### src/rtl/serial_word_comparator_if.sv
// Handshake and bit-stream bundle between the serial comparator, its operand
// source, its result sink and the external 1-bit compare stage.
interface serial_word_comparator_if #(
  parameter int WIDTH = 8
);
  logic             in_valid;
  logic             in_ready;
  logic [WIDTH-1:0] in_a;
  logic [WIDTH-1:0] in_b;
  logic             bit_x;
  logic             bit_y;
  logic             bit_vld;
  logic             bit_eq;
  logic             out_valid;
  logic             out_ready;
  logic             res_eq;
  logic             res_gt;
  logic             res_lt;

  modport master (
    output in_valid, in_a, in_b, bit_eq, out_ready,
    input  in_ready, bit_x, bit_y, bit_vld, out_valid, res_eq, res_gt, res_lt
  );

  modport slave (
    input  in_valid, in_a, in_b, bit_eq, out_ready,
    output in_ready, bit_x, bit_y, bit_vld, out_valid, res_eq, res_gt, res_lt
  );
endinterface

### src/rtl/serial_word_comparator.sv
// Streams two operands MSB-first into an external 1-bit comparator and turns
// its per-bit equality flag into a one-hot eq/gt/lt result, stopping early.
module serial_word_comparator #(
  parameter int WIDTH = 8
) (
  input logic                      clk,
  input logic                      rst_n,
  serial_word_comparator_if.slave  bus
);
  localparam int CNT_W = $clog2(WIDTH) + 1;

  typedef enum logic [1:0] {
    IDLE  = 2'd0,
    SHIFT = 2'd1,
    DONE  = 2'd2
  } state_t;

  state_t           state;
  state_t           state_nxt;
  logic [WIDTH-1:0] sa;
  logic [WIDTH-1:0] sb;
  logic [CNT_W-1:0] cnt;
  logic             res_eq_q;
  logic             res_gt_q;
  logic             res_lt_q;
  logic             last_bit;

  assign last_bit = (cnt == CNT_W'(WIDTH - 1));

  always_ff @(posedge clk or negedge rst_n) begin
    if (!rst_n) begin
      state <= IDLE;
    end else begin
      state <= state_nxt;
    end
  end

  always_comb begin
    state_nxt     = state;
    bus.in_ready  = 1'b0;
    bus.bit_vld   = 1'b0;
    bus.bit_x     = 1'b0;
    bus.bit_y     = 1'b0;
    bus.out_valid = 1'b0;
    case (state)
      IDLE: begin
        bus.in_ready = 1'b1;
        if (bus.in_valid) state_nxt = SHIFT;
      end
      SHIFT: begin
        bus.bit_vld = 1'b1;
        bus.bit_x   = sa[WIDTH-1];
        bus.bit_y   = sb[WIDTH-1];
        if (!bus.bit_eq || last_bit) state_nxt = DONE;
      end
      DONE: begin
        bus.out_valid = 1'b1;
        if (bus.out_ready) state_nxt = IDLE;
      end
      default: state_nxt = IDLE;
    endcase
  end

  // The first differing bit decides the result; the A bit alone gives its sign.
  always_ff @(posedge clk or negedge rst_n) begin
    if (!rst_n) begin
      sa       <= '0;
      sb       <= '0;
      cnt      <= '0;
      res_eq_q <= 1'b0;
      res_gt_q <= 1'b0;
      res_lt_q <= 1'b0;
    end else begin
      case (state)
        IDLE: begin
          if (bus.in_valid) begin
            sa       <= bus.in_a;
            sb       <= bus.in_b;
            cnt      <= '0;
            res_eq_q <= 1'b0;
            res_gt_q <= 1'b0;
            res_lt_q <= 1'b0;
          end
        end
        SHIFT: begin
          if (!bus.bit_eq) begin
            res_gt_q <= sa[WIDTH-1];
            res_lt_q <= ~sa[WIDTH-1];
            res_eq_q <= 1'b0;
          end else if (last_bit) begin
            res_eq_q <= 1'b1;
          end else begin
            sa  <= sa << 1;
            sb  <= sb << 1;
            cnt <= cnt + CNT_W'(1);
          end
        end
        default: ;
      endcase
    end
  end

  assign bus.res_eq = res_eq_q;
  assign bus.res_gt = res_gt_q;
  assign bus.res_lt = res_lt_q;
endmodule

### src/flat_wrapper.sv
// flat-port wrapper written by rule: the top's interface ports become plain ports
module serial_word_comparator_flat 
#(
  parameter int WIDTH = 8
)
  (clk, rst_n, bus_in_valid, bus_in_a, bus_in_b, bus_bit_eq, bus_out_ready, bus_in_ready, bus_bit_x, bus_bit_y, bus_bit_vld, bus_out_valid, bus_res_eq, bus_res_gt, bus_res_lt);
  serial_word_comparator_if #(.WIDTH(WIDTH)) bus_i ();
  input logic clk;
  input logic rst_n;
  input wire logic [$bits(bus_i.in_valid)-1:0] bus_in_valid;
  input wire logic [$bits(bus_i.in_a)-1:0] bus_in_a;
  input wire logic [$bits(bus_i.in_b)-1:0] bus_in_b;
  input wire logic [$bits(bus_i.bit_eq)-1:0] bus_bit_eq;
  input wire logic [$bits(bus_i.out_ready)-1:0] bus_out_ready;
  output wire logic [$bits(bus_i.in_ready)-1:0] bus_in_ready;
  output wire logic [$bits(bus_i.bit_x)-1:0] bus_bit_x;
  output wire logic [$bits(bus_i.bit_y)-1:0] bus_bit_y;
  output wire logic [$bits(bus_i.bit_vld)-1:0] bus_bit_vld;
  output wire logic [$bits(bus_i.out_valid)-1:0] bus_out_valid;
  output wire logic [$bits(bus_i.res_eq)-1:0] bus_res_eq;
  output wire logic [$bits(bus_i.res_gt)-1:0] bus_res_gt;
  output wire logic [$bits(bus_i.res_lt)-1:0] bus_res_lt;
  assign bus_i.in_valid = bus_in_valid;
  assign bus_i.in_a = bus_in_a;
  assign bus_i.in_b = bus_in_b;
  assign bus_i.bit_eq = bus_bit_eq;
  assign bus_i.out_ready = bus_out_ready;
  assign bus_in_ready = bus_i.in_ready;
  assign bus_bit_x = bus_i.bit_x;
  assign bus_bit_y = bus_i.bit_y;
  assign bus_bit_vld = bus_i.bit_vld;
  assign bus_out_valid = bus_i.out_valid;
  assign bus_res_eq = bus_i.res_eq;
  assign bus_res_gt = bus_i.res_gt;
  assign bus_res_lt = bus_i.res_lt;
  serial_word_comparator #(.WIDTH(WIDTH)) u_core (.clk(clk), .rst_n(rst_n), .bus(bus_i));
endmodule
### config.mk
export PLATFORM = sky130hd
export DESIGN_NAME = serial_word_comparator_flat
export DESIGN_NICKNAME = d
export VERILOG_FILES = /design/src/rtl/serial_word_comparator_if.sv /design/src/rtl/serial_word_comparator.sv /design/src/flat_wrapper.sv
export SDC_FILE = /design/constraint.sdc
export NUM_CORES = 1
export LEC_CHECK = 0
export CAP_MARGIN = 20
export CORE_MARGIN = 10
export CORE_UTILIZATION = 50
export DETAILED_ROUTE_END_ITERATION = 6
export PLACE_DENSITY_LB_ADDON = 0.05
export SYNTH_ARGS = -nofsm -noshare
export SYNTH_HDL_FRONTEND = slang
export SYNTH_SLANG_ARGS = --single-unit
### constraint.sdc
create_clock -name clk -period 2 [get_ports clk]
set_input_delay 0.2 -clock clk [delete_from_list [all_inputs] [get_ports clk]]
set_output_delay 0.2 -clock clk [all_outputs]
set_load 0.005 [all_outputs]
==> summary.md <==
| Metric | Value |
|---|---|
| Arrival @ worst endpoint | 1700 ps |
| Slew headroom | 0.786 |
| Worst-Margin Slew | roughly 320 ps |
| Largest cells by area after synthesis | dfrtp_1 (46%), mux2_4 (14%), mux2_2 (12%) |
| First-pass GRT wire length | roughly 4400 um |
| Max-cap violations | 0 |
| Sequential cell area fraction in the yosys report | 0.457 |
| Port Buffer Count | 28 |
| Mean routed wirelength per cell | between 15 and 20 um |
| Placed inst area | 1640 sq um |
| Mapped Cells | 103 |
| DRC viols | 0 |
| Top-count cell post-synth | dfrtp_1 |
| Worst Setup Start Kind | flop |
| Max FO, Critical Path | 5 |
| Hold Vio Cnt, Final | 0 |
| Final period util | 0.950 |
| Total number of vias | 924 |
| Core area | 2540 sq um |
| Clk_lat worst skew | between 300 and 400 ps |
| Initial core utilization | 0.537 |
| Final core occ | 0.683 |
| Routed Antenna Nets | 0 |
| Simple-Gate Fraction of Synth Area | 0.0906 |
| Final setup violation count | 0 |
| Final net count | between 150 and 200 |
| CTS clk-pin slew, worst paths | 130 ps |
| I/O Pins | 29 |
| CTS Root Cell | clkbuf_4 |
| R2R Path End | u_core.sa[6]$_DFFE_PN0P_ |
| EDFF count, synth | 0 |
| Dpl cells | ~160 |
| CP Capture Type | primary output |
| Clock Skew | 7.12 ps |
| Combinational family with the most area after synthesis | multiplexers |
| P_leak | 0.000769 uW |
| TritonCTS clock tree | yes |
| Max Slew Vio Count | 0 |
| Most frequent cells after synthesis | dfrtp_1 (25), mux2_2 (15), mux2_4 (13) |
| Cell count of the worst reg-to-reg path | 5 |
| Layout cell share with drive strength beyond 1 | 0.343 |
| Clock Tree Buf Depth | 2 |
| Largest area contributor in the netlist | dfrtp_1 |
| Finished Cell Area | 1740 sq um |
| Synth top area share | 0.457 |
| CP Data Required Time | 1800 ps |
| Die H | 72.3 um |
| Tot GR Track Use | 0.100 |
| Area of the multi-input gates | about 650 sq um |
| Synth Net Count | 125 |
| Ys async rst share | 1.00 |
| IR drop worst, VDD | between 0.8 and 0.9 mV |
| Status | finished clean |
| Avg Inst Size Synth | 13.3 sq um |
| H-tree Lvls | 1 |
| Compound-gate portion of the synthesized area | 0.0924 |
| Synth warn | 0 |
| Post-Synth Adder-Cell Area | 0.00915 |
| RSZ-0062 raised after global routing | no |
| Post-Route WL | 2700 um |
| Ys flop type | dfrtp_1 |
| CTS Buf Count | 3 |
| Mapped Area | 1370 sq um |
| Worst r2r src | u_core.cnt[0]$_DFFE_PN0P_ |
| HP Class | in2async |
| HPWL after DPL | 1920 um |
| Finished Layout Cells | 170 |
| Post-Synth XOR/XNOR Area | 0.00640 |
| Setup ws final | between 100 and 150 ps |
| Register area | 628 sq um |
| Row cnt | 18 |
| Die area | 5230 sq um |
| DR pass1 iterations | 4 |
| P per Cell Area | 1340 nW/um^2 |
| Avg Vias per Cell | 5.44 |
| Grt total ovfl | 0 |
| Worst Setup Path Type | reg2out |
| Initial drt markers | 60 |
| Number of global-route vias before repair | 985 |
| Syn-to-layout area delta | 27.2% |
| Worst reg-to-reg setup slack | 270 ps |
| Fillers | 206 |
| CTS Hold Bufs | 0 |
| Minimum clock period | 1900 ps |
| RD Place Congestion | 0.776 |
| Synth cell types | 28 |
| Initial antenna violation count | 0 |
| DP Worst Slack | 21.5 ps |
| Largest net degree at the start of global routing | 26 |
| Diodes inserted | 0 |
| Yosys reg bits | 25 |
| Max Fclk | 526 MHz |
| Die Width | 72.3 um |
| Clock Sinks | 25 |
| TNS Setup | 0 ps |
| Mux contribution to synthesized area | 0.274 |
logic make-up (layout without fill, tap and decap cells):
family          count (synthesis)  after routing
buf+inv                        12             49
xor+xnor                        1              1
fa+ha+maj                       1              1
flops                          25             25
mux                            29             29
compound gates                 16             16
simple gates                   19             19
layer usage:
metal	share of wire	routed length, um	track usage	up-vias
met5	0	0	0	-
li1	-	-	-	445
met4	0.0048	13	0.0323	0
met2	0.50	1360	0.164	16
met1	0.43	1170	0.121	461
met3	0.057	153	0.0327	2
repair_timing:
item,4_1_cts,5_1_grt
endpoints found under the setup margin,2,15
pin swaps,0,1
resized for setup,2,1
buffers inserted,0,7
through the flow:
stage / hold WS [ps] / total power (uW)
after floorplan: -95.6 / 1770
after global placement: 487 / 1950
after detailed placement: 497 / 1990
after CTS: 229 / 2220
after global routing: 232 / 2500
final: 222 / 2330
report_power, final:
| group | total [uW] | switching, uW | leakage, uW | internal (uW) |
|---|---|---|---|---|
| logic | 1230 | 434 | 0.000445 | 795 |
| clock network | 219 | 141 | 0.0000150 | 77.8 |
| registers | 883 | 153 | 0.000308 | 730 |
how the worst max path moves through the flow:
stage                                     start                        to  slack, ps  cells after the start
finish              u_core.state[0]$_DFFE_PN0P_               bus_bit_vld        100                      5
global route        u_core.state[0]$_DFFE_PN0P_                 bus_bit_y         20                      5
CTS                 u_core.state[0]$_DFFE_PN0P_                 bus_bit_x        0.7                      5
detailed placement                   bus_bit_eq  u_core.sa[1]$_DFFE_PN0P_         20                      4
global placement                     bus_bit_eq  u_core.sa[3]$_DFFE_PN0P_         70                      4
floorplan             u_core.cnt[0]$_DFFE_PN0P_  u_core.sa[4]$_DFFE_PN0P_        300                      5
cell usage in the layout (no fill, tap or decap), types with 3 or more instances in the layout:
cell type	count
clkdlybuf4s50_1	28
dfrtp_1	23
o21ai_0	5
nand3b_1	3
clkbuf_4	3
mux2_4	13
mux2_2	15
a22o_1	4
nand3_1	6
buf_4	10
inv_1	5
registers in the layout (all words and copies together) (netlist names):
register           count
u_core.bus.res_gt      1
u_core.bus.res_eq      1
u_core.sa              8
u_core.state           2
u_core.bus.res_lt      1
u_core.cnt             4
u_core.sb              8
layout make-up:
class | instances | area share
multi-input cells | 66 | 0.371
inverters | 6 | 0.0151
well taps | 30 | 0.0216
flip-flops and latches | 25 | 0.361
clock buffers | 4 | 0.0151
repair buffers | 39 | 0.216
critical path, cell delays in order, from the launching register on:
cell	delay, ps
dfrtp_2	460
buf_4	160
nand2b_4	80
clkinvlp_4	90
buf_4	150
clkdlybuf4s50_1	440
Note: power is estimated with default switching activity, not from simulation.
